**src/rtl/cache_controller.sv**
```systemverilog
// 2-way set-associative write-back LRU cache controller.
// Owns tag/valid/dirty/LRU/data arrays and sequences hit/miss handling.
module cache_controller #(
   parameter int ADDR_W = 5,
   parameter int DATA_W = 3,
   parameter int SETS   = 4
) (
   input  logic              clock,
   input  logic              reset,
   input  logic              cpu_req,
   input  logic              cpu_wren,
   input  logic [ADDR_W-1:0] cpu_addr,
   input  logic [DATA_W-1:0] cpu_wdata,
   output logic              cpu_ready,
   output logic [DATA_W-1:0] cpu_rdata,
   output logic              hit,
   output logic              valid,
   output logic              lru,
   output logic              dirty,
   output logic              mem_req,
   output logic              mem_wren,
   output logic [ADDR_W-1:0] mem_addr,
   output logic [DATA_W-1:0] mem_wdata,
   input  logic              mem_ready,
   input  logic [DATA_W-1:0] mem_rdata
);

   localparam int IDX_W = $clog2(SETS);
   localparam int TAG_W = ADDR_W - IDX_W;

   localparam logic [2:0] S_IDLE  = 3'd0;
   localparam logic [2:0] S_CMP   = 3'd1;
   localparam logic [2:0] S_WB    = 3'd2;
   localparam logic [2:0] S_ALLOC = 3'd3;
   localparam logic [2:0] S_DONE  = 3'd4;

   logic [2:0]        state;
   logic              req_wren;
   logic [ADDR_W-1:0] req_addr;
   logic [DATA_W-1:0] req_wdata;
   logic              first_r;
   logic              hit_r;
   logic              victim;
   logic              way_r;

   logic [TAG_W-1:0]  tag_a  [2][SETS];
   logic [DATA_W-1:0] data_a [2][SETS];
   logic [1:0][SETS-1:0] valid_a;
   logic [1:0][SETS-1:0] dirty_a;
   logic [SETS-1:0]   lru_a;

   logic [IDX_W-1:0]  idx;
   logic [TAG_W-1:0]  rtag;
   logic              hit0;
   logic              hit1;
   logic              hit_any;
   logic              hit_way;
   logic              vict;

   assign idx     = req_addr[IDX_W-1:0];
   assign rtag    = req_addr[ADDR_W-1:IDX_W];
   assign hit0    = valid_a[0][idx] && (tag_a[0][idx] == rtag);
   assign hit1    = valid_a[1][idx] && (tag_a[1][idx] == rtag);
   assign hit_any = hit0 | hit1;
   assign hit_way = ~hit0;

   // Fill an empty way first; only evict by LRU when the set is full.
   assign vict = !valid_a[0][idx] ? 1'b0 :
                 !valid_a[1][idx] ? 1'b1 : lru_a[idx];

   assign cpu_ready = (state == S_DONE);
   assign mem_req   = (state == S_WB) || (state == S_ALLOC);
   assign mem_wren  = (state == S_WB);
   assign mem_addr  = (state == S_WB)    ? {tag_a[victim][idx], idx} :
                      (state == S_ALLOC) ? req_addr : '0;
   assign mem_wdata = (state == S_WB) ? data_a[victim][idx] : '0;

   always_ff @(posedge clock or posedge reset) begin
      if (reset) begin
         state     <= S_IDLE;
         req_wren  <= 1'b0;
         req_addr  <= '0;
         req_wdata <= '0;
         first_r   <= 1'b0;
         hit_r     <= 1'b0;
         victim    <= 1'b0;
         way_r     <= 1'b0;
         valid_a   <= '0;
         dirty_a   <= '0;
         lru_a     <= '0;
         cpu_rdata <= '0;
         hit       <= 1'b0;
         valid     <= 1'b0;
         lru       <= 1'b0;
         dirty     <= 1'b0;
      end else begin
         unique case (state)
            S_IDLE: begin
               if (cpu_req) begin
                  req_wren  <= cpu_wren;
                  req_addr  <= cpu_addr;
                  req_wdata <= cpu_wdata;
                  first_r   <= 1'b1;
                  state     <= S_CMP;
               end
            end
            S_CMP: begin
               first_r <= 1'b0;
               if (first_r) hit_r <= hit_any;
               if (hit_any) begin
                  way_r <= hit_way;
                  if (req_wren) dirty_a[hit_way][idx] <= 1'b1;
                  else cpu_rdata <= data_a[hit_way][idx];
                  state <= S_DONE;
               end else begin
                  victim <= vict;
                  if (valid_a[vict][idx] && dirty_a[vict][idx])
                     state <= S_WB;
                  else
                     state <= S_ALLOC;
               end
            end
            S_WB: begin
               if (mem_ready) state <= S_ALLOC;
            end
            S_ALLOC: begin
               if (mem_ready) begin
                  valid_a[victim][idx] <= 1'b1;
                  dirty_a[victim][idx] <= 1'b0;
                  state <= S_CMP;
               end
            end
            S_DONE: begin
               lru_a[idx] <= ~way_r;
               hit        <= hit_r;
               valid      <= valid_a[way_r][idx];
               dirty      <= dirty_a[way_r][idx];
               lru        <= ~way_r;
               state      <= S_IDLE;
            end
            default: state <= S_IDLE;
         endcase
      end
   end

   // Tag and data storage carry no reset; valid bits qualify them.
   always_ff @(posedge clock) begin
      if (state == S_CMP && hit_any && req_wren)
         data_a[hit_way][idx] <= req_wdata;
      if (state == S_ALLOC && mem_ready) begin
         data_a[victim][idx] <= mem_rdata;
         tag_a[victim][idx]  <= rtag;
      end
   end

endmodule

```
**config.mk**
```make
export PLATFORM = sky130hd
export DESIGN_NAME = cache_controller
export DESIGN_NICKNAME = d
export VERILOG_FILES = /design/src/rtl/cache_controller.sv
export SDC_FILE = /design/constraint.sdc
export NUM_CORES = 1
export LEC_CHECK = 0
export BUFFER_PORTS_ARGS = -buffer_cell sky130_fd_sc_hd__buf_2
export CAP_MARGIN = 20
export CELL_PAD_IN_SITES_DETAIL_PLACEMENT = 1
export CELL_PAD_IN_SITES_GLOBAL_PLACEMENT = 2
export CORE_MARGIN = 4
export CORE_UTILIZATION = 42
export CTS_CLUSTER_DIAMETER = 40
export DETAILED_ROUTE_END_ITERATION = 8
export GPL_TIMING_DRIVEN = 0
export PLACE_DENSITY_LB_ADDON = 0.1
export SLEW_MARGIN = 15
export SYNTH_ARGS = -nofsm -noshare
export SYNTH_HDL_FRONTEND = slang
export SYNTH_SLANG_ARGS = --single-unit
```
**constraint.sdc**
```tcl
create_clock -name clock -period 3.3 [get_ports clock]
set_clock_uncertainty 0.15 [all_clocks]
set_input_delay 0.66 -clock clock [delete_from_list [all_inputs] [get_ports clock]]
set_output_delay 0.66 -clock clock [all_outputs]
set_load 0.005 [all_outputs]
```
== After elaboration in Yosys (flattened, before gate mapping) ==
Memory sizes are Yosys's and may differ from the RTL's.
Cells that the tools add are included.
Storage, ports and cells
  bits in registers: 43
  latch bits: 0
  RAM bits: 48
  memory bits (read-only): 0
  bits of input ports: 16
  logic and storage cells: 145
  memories: 2
Operators by class
  add/subtract/negate cells: 0
  multiply operators: 0
  divide/modulo/power cells: 0
  order comparisons: 10
  equality and inequality tests: 11
  shifts and indexed selects: 0
  mux-type cells: 70
  bitwise operators: 10
  reductions and logical operators: 24
Memory list
  data_a: words 2, bits a word 12, read ports 2, clocked after memory_dff 0, wr ports 1, line 47  | logic [DATA_W-1:0] data_a [2][SETS];
  tag_a: words 2, bits a word 12, read ports 3, clocked after memory_dff 0, wr ports 1, line 46  | logic [TAG_W-1:0] tag_a [2][SETS];
Operator list (count)
  12-bit 2-to-1 mux: 4
  3-bit 2-to-1 mux: 16
  4-bit 2-to-1 mux: 10
  3-bit binary-select mux with 2-bit select: 5
  8-bit 2-to-1 mux: 3
  8-bit bitwise OR: 2
  8-bit case mux with 2 select lines: 1
  1-bit 2-to-1 mux: 15
  1-bit binary-select mux with 2-bit select: 7
  3-bit case mux with 4 select lines: 1
  2-bit AND reduction: 6
  12-bit OR reduction: 1
  1-bit logical AND: 10
  5-bit 2-to-1 mux: 2
  8-bit AND: 1
  4-bit demux with 1-bit select: 2
  1-bit by 2-bit less-than comparator with 1-bit output, second input constant: 4
  2-bit inequality test, second input constant: 4
  8-bit NOT: 1
  3-bit demux with 2-bit select: 1
  3-bit by 2-bit equality test with 1-bit output, second input constant: 2
  3-bit equality test: 2
  3-bit AND reduction: 2
  4-bit bitwise mux: 1
  17 further kinds: 22

== Longest topological paths before layout ==
  word-level depth: 15
  mapped depth: 9
  mapped depth without buffers: 6

== Least setup slack after synthesis ==
Ideal clock, no wire load.
  path kind: register to output
  start: reg req_addr[1]
  end: out mem_addr[2]
  arrival time: 1.565 ns
  setup slack: 0.925 ns
  cell stages (with the launch flop): 9
  path buffers: 3
  cells stage by stage: dfrtp_1 -> clkbuf_1 -> buf_2 -> buf_2 -> mux2i_1 -> nand2_1 -> a21oi_1 -> a21oi_1 -> nor2_1
Between the ends
  word-level cells in the longest chain between the ends: 5
Ends and longest elaborated chain
  from (decl): line 39  | logic [ADDR_W-1:0] req_addr;
  from (signal assigned): line 101  | req_addr <= cpu_addr;
  2-bit NOT with 3-bit output (not written as such): line 74  | assign mem_addr = (state == S_WB) ? {tag_a[victim][idx], idx} :
  3-bit binary-select mux with 2-bit select: line 74
  3-bit 2-to-1 mux (not written as such) (2 in a row): line 74
  5-bit 2-to-1 mux: line 74
  to (decl): line 22  | output logic [ADDR_W-1:0] mem_addr,
Every way passes these cells. The select of a mux whose other input is x is not followed.

== Worst setup path in the final report ==
  start: reg req_addr[1]
  end: out mem_addr[4]
Same word-level chain as after synthesis.

==> impl_metrics.yaml <==
outcome:
  status: "finished clean"
clocking:
  clk_pin_slew_worst_paths_ns: 0.10
  clk_latency_ns: 0.37
  postCtsSetupBuffers: 0
  clock_path_buffers: 2
  cts.sink_count: 91
  cts_root_buf: "clkbuf_8"
  htreeDepth: 3
  cts_tree: "done"
  cts_buffers: 9
placed_design:
  hpwl_mm: 7.416
  port_buffers: 33
  gp_congestion: 0.7882
synthesis:
  synth_seq_cells: 91
  async_flop_share: 0.4725
  synth_edf_count: 48
  synthTopCellsByCount: "edfxtp_1 (48), dfrtp_1 (43), nor2_1 (31)"
  synth.most_common_cell: "edfxtp_1"
  avgSynthCellArea_um2: 13.44
  yosysSeqAreaShare: 0.6044
  syn_area_um2: 4165
  synth.distinct_cells: 38
  ys.flop_type: "edfxtp_1"
  synth.area.top_cells: "edfxtp_1 (35%), dfrtp_1 (26%), mux4_2 (5.9%)"
  yosysTopAreaCell: "edfxtp_1"
  yosysWarnings: 0
  synth_top_area_share: 0.3460
  synth_nets: 326
  synth_cells: 310
global_route:
  grt_max_degree: 31
  antenna_found_initial: 0
  grt_overflow_total: 0
  met3_usage: 0.03899
  grt_pass1_wl_mm: 16.69
  grt_use_met1: 0.2738
  grt_pass1_vias: 2944
  grt_usage: 0.1957
  busiest_layer: "met2"
  grt_use_met2: 0.3117
power:
  total_power_mw: 4.607
  p_int_mw: 2.906
  power_density_nw_per_um2: 967.9
  vdd_drop_max_mv: 0.3430
  swShare: 0.3693
  power_frac_seq: 0.398
  p_switching_mw: 1.701
  combPwrFrac: 0.407
  clkPwrFrac: 0.195
  p_leak_nw: 1.866
timing:
  worst-slew-pin-transition_ns: 0.7472
  hold_ws_ns: 0.1065
  setup-tns-final_ns: 0
  setup_violations: 0
  hold_viol_final: 0
  rsz0062_at_grt: "false"
  slew_headroom: 0.5019
  slew_violations: 0
  fmax_mhz: 325.1
  post-route-period-util: 0.9320
  period_needed_ns: 3.076
routing:
  drcViolationCount: 0
  wl_per_cell_um: 20.84
  vias: 2685
  ant_nets: 0
  drt_wl_total_mm: 10.25
  first_pass_iters: 4
  vias_per_cell: 5.457
  first_iter_violations: 86
worst_setup_path:
  cp_top_family: "buffers and inverters"
  critical_path_depth: 8
  cp_slowest_cell: "dfrtp_1"
  end_kind: "primary output"
  crit_fanout: 10
  critPathKind: "register to primary output"
  path_buf_inv: 3
  path_cells: "buf_4 -> buf_2 -> mux2i_1 -> nand2_1 -> a21oi_1 -> a21oi_1 -> nor2_1 -> buf_2"
  cp-start-kind: "register"
  required_ns: 2.49
  reg2reg_depth: 9
  slowest_delay_ns: 0.55
  arrival_ns: 2.27
floorplan:
  start_util: 0.4281
  ios: 34
  rows: 36
  fp.dieH_um: 107.6
  core_area_um2: 9729
  die_area_um2: 11570
  die_x_um: 107.6
min_path:
  hold_path_class: "primary input to asynchronous set/reset pin"
final_layout:
  num-fill-cells: 1017
  areaGrowthSynthToFinish_pct: 14.27
  drive_gt1_frac: 0.2618
  fin_util: 0.4892
  fin_nets: 370
  diodes: 0
run:
  max-cap-violations: 0
-- power groups by stage --
| stage | sequential, mW | combinational (mW) | clock [mW] |
|---|---|---|---|
| floorplan | 1.75 | 1.35 | 0 |
| global placement | 1.82 | 1.86 | 0 |
| CTS | 1.82 | 1.93 | 0.926 |
| global route | 1.88 | 2.09 | 0.980 |
| detailed placement | 1.84 | 1.91 | 0 |
| finish | 1.83 | 1.88 | 0.900 |
-- metal layers --
layer  vias to the layer above  routed length (um)
met3                         8                 308
met1                      1405                4900
met2                        44                4933
met4                         0                 109
met5                         -                   0
li1                       1228                   -
-- timing repair --
| item | 4_1_cts | 5_1_grt |
|---|---|---|
| endpoints found under the setup margin | 3 | 2 |
| hold buffers | 0 | 0 |
| gates resized for setup | 1 | 0 |
| pin swaps | 0 | 0 |
-- sequential cells by signal, indices dropped and copies added, names as in the netlist, 3 cells and up --
name	flops
data_a	24
valid_a	8
dirty_a	8
req_addr	5
lru_a	4
tag_a	24
state	3
cpu_rdata	3
req_wdata	3
-- worst register-to-register path: cells and delay by family (launching register included) --
kind | cells | cell delay [ns]
DFF | 1 | 0.36
muxes | 1 | 0.30
AOI/OAI and AO/OA | 3 | 0.67
and+or+nand+nor | 1 | 0.35
xor gates and xnor gates | 1 | 0.16
buffers and inverters | 3 | 0.50
-- kinds of logic (layout without fill, tap and decap cells) --
group | after synthesis | in the layout | synth area share
flip-flops | 91 | 91 | 0.6044
XOR/XNOR | 6 | 6 | 0.01262
AND/OR/NAND/NOR | 80 | 80 | 0.09011
buffers and inverters | 27 | 76 | 0.03244
multiplexers | 50 | 50 | 0.1820
AO/OA/AOI/OAI | 56 | 56 | 0.07840
-- path summary, 6_finish.rpt --
| kind | start | endpoint | slack, ns |
|---|---|---|---|
| worst max-delay path | req_addr[1] | mem_addr[4] | 0.22 |
| worst min-delay path | reset | req_addr[0] | 0.11 |
| worst max register to register | req_addr[0] | data_a[1][0] | 0.45 |
| worst min register to register | valid_a[3] | valid_a[3] | 0.32 |
| max in group asynchronous | reset | req_wdata[1] | 2.40 |
| min in group clock | valid_a[3] | valid_a[3] | 0.32 |
-- cells in the final DEF, fill, tap and decap left out, types with 12 or more instances in the layout --
cell type  instances
dfrtp_1           43
nor2_1            31
a21oi_1           12
o21ai_0           22
edfxtp_1          48
mux2_2            15
mux2i_1           15
clkbuf_1          13
buf_2             34
nand2_1           20
-- cell type report --
| type | count | area, um^2 | share of cell area |
|---|---|---|---|
| flip-flops and latches | 91 | 2517 | 0.5289 |
| multi-input cells | 192 | 1513 | 0.3178 |
| repair buffers | 34 | 185.2 | 0.03891 |
| well taps | 133 | 166.4 | 0.03496 |
| clock buffers | 11 | 162.7 | 0.03417 |
| plain buffers | 19 | 107.6 | 0.02261 |
| clock inverters | 5 | 81.33 | 0.01709 |
| inverters | 7 | 26.28 | 0.005521 |
-- through the flow --
step	area (um^2)	cells	worst slack, ns
after floorplan	4165	310	0.9253
after global placement	4497	476	0.3740
after detailed placement	4517	477	0.3464
after CTS	4763	493	0.02877
after global routing	4760	492	0.04211
final	4760	492	0.2243
Note: power is estimated with default switching activity, not from simulation.
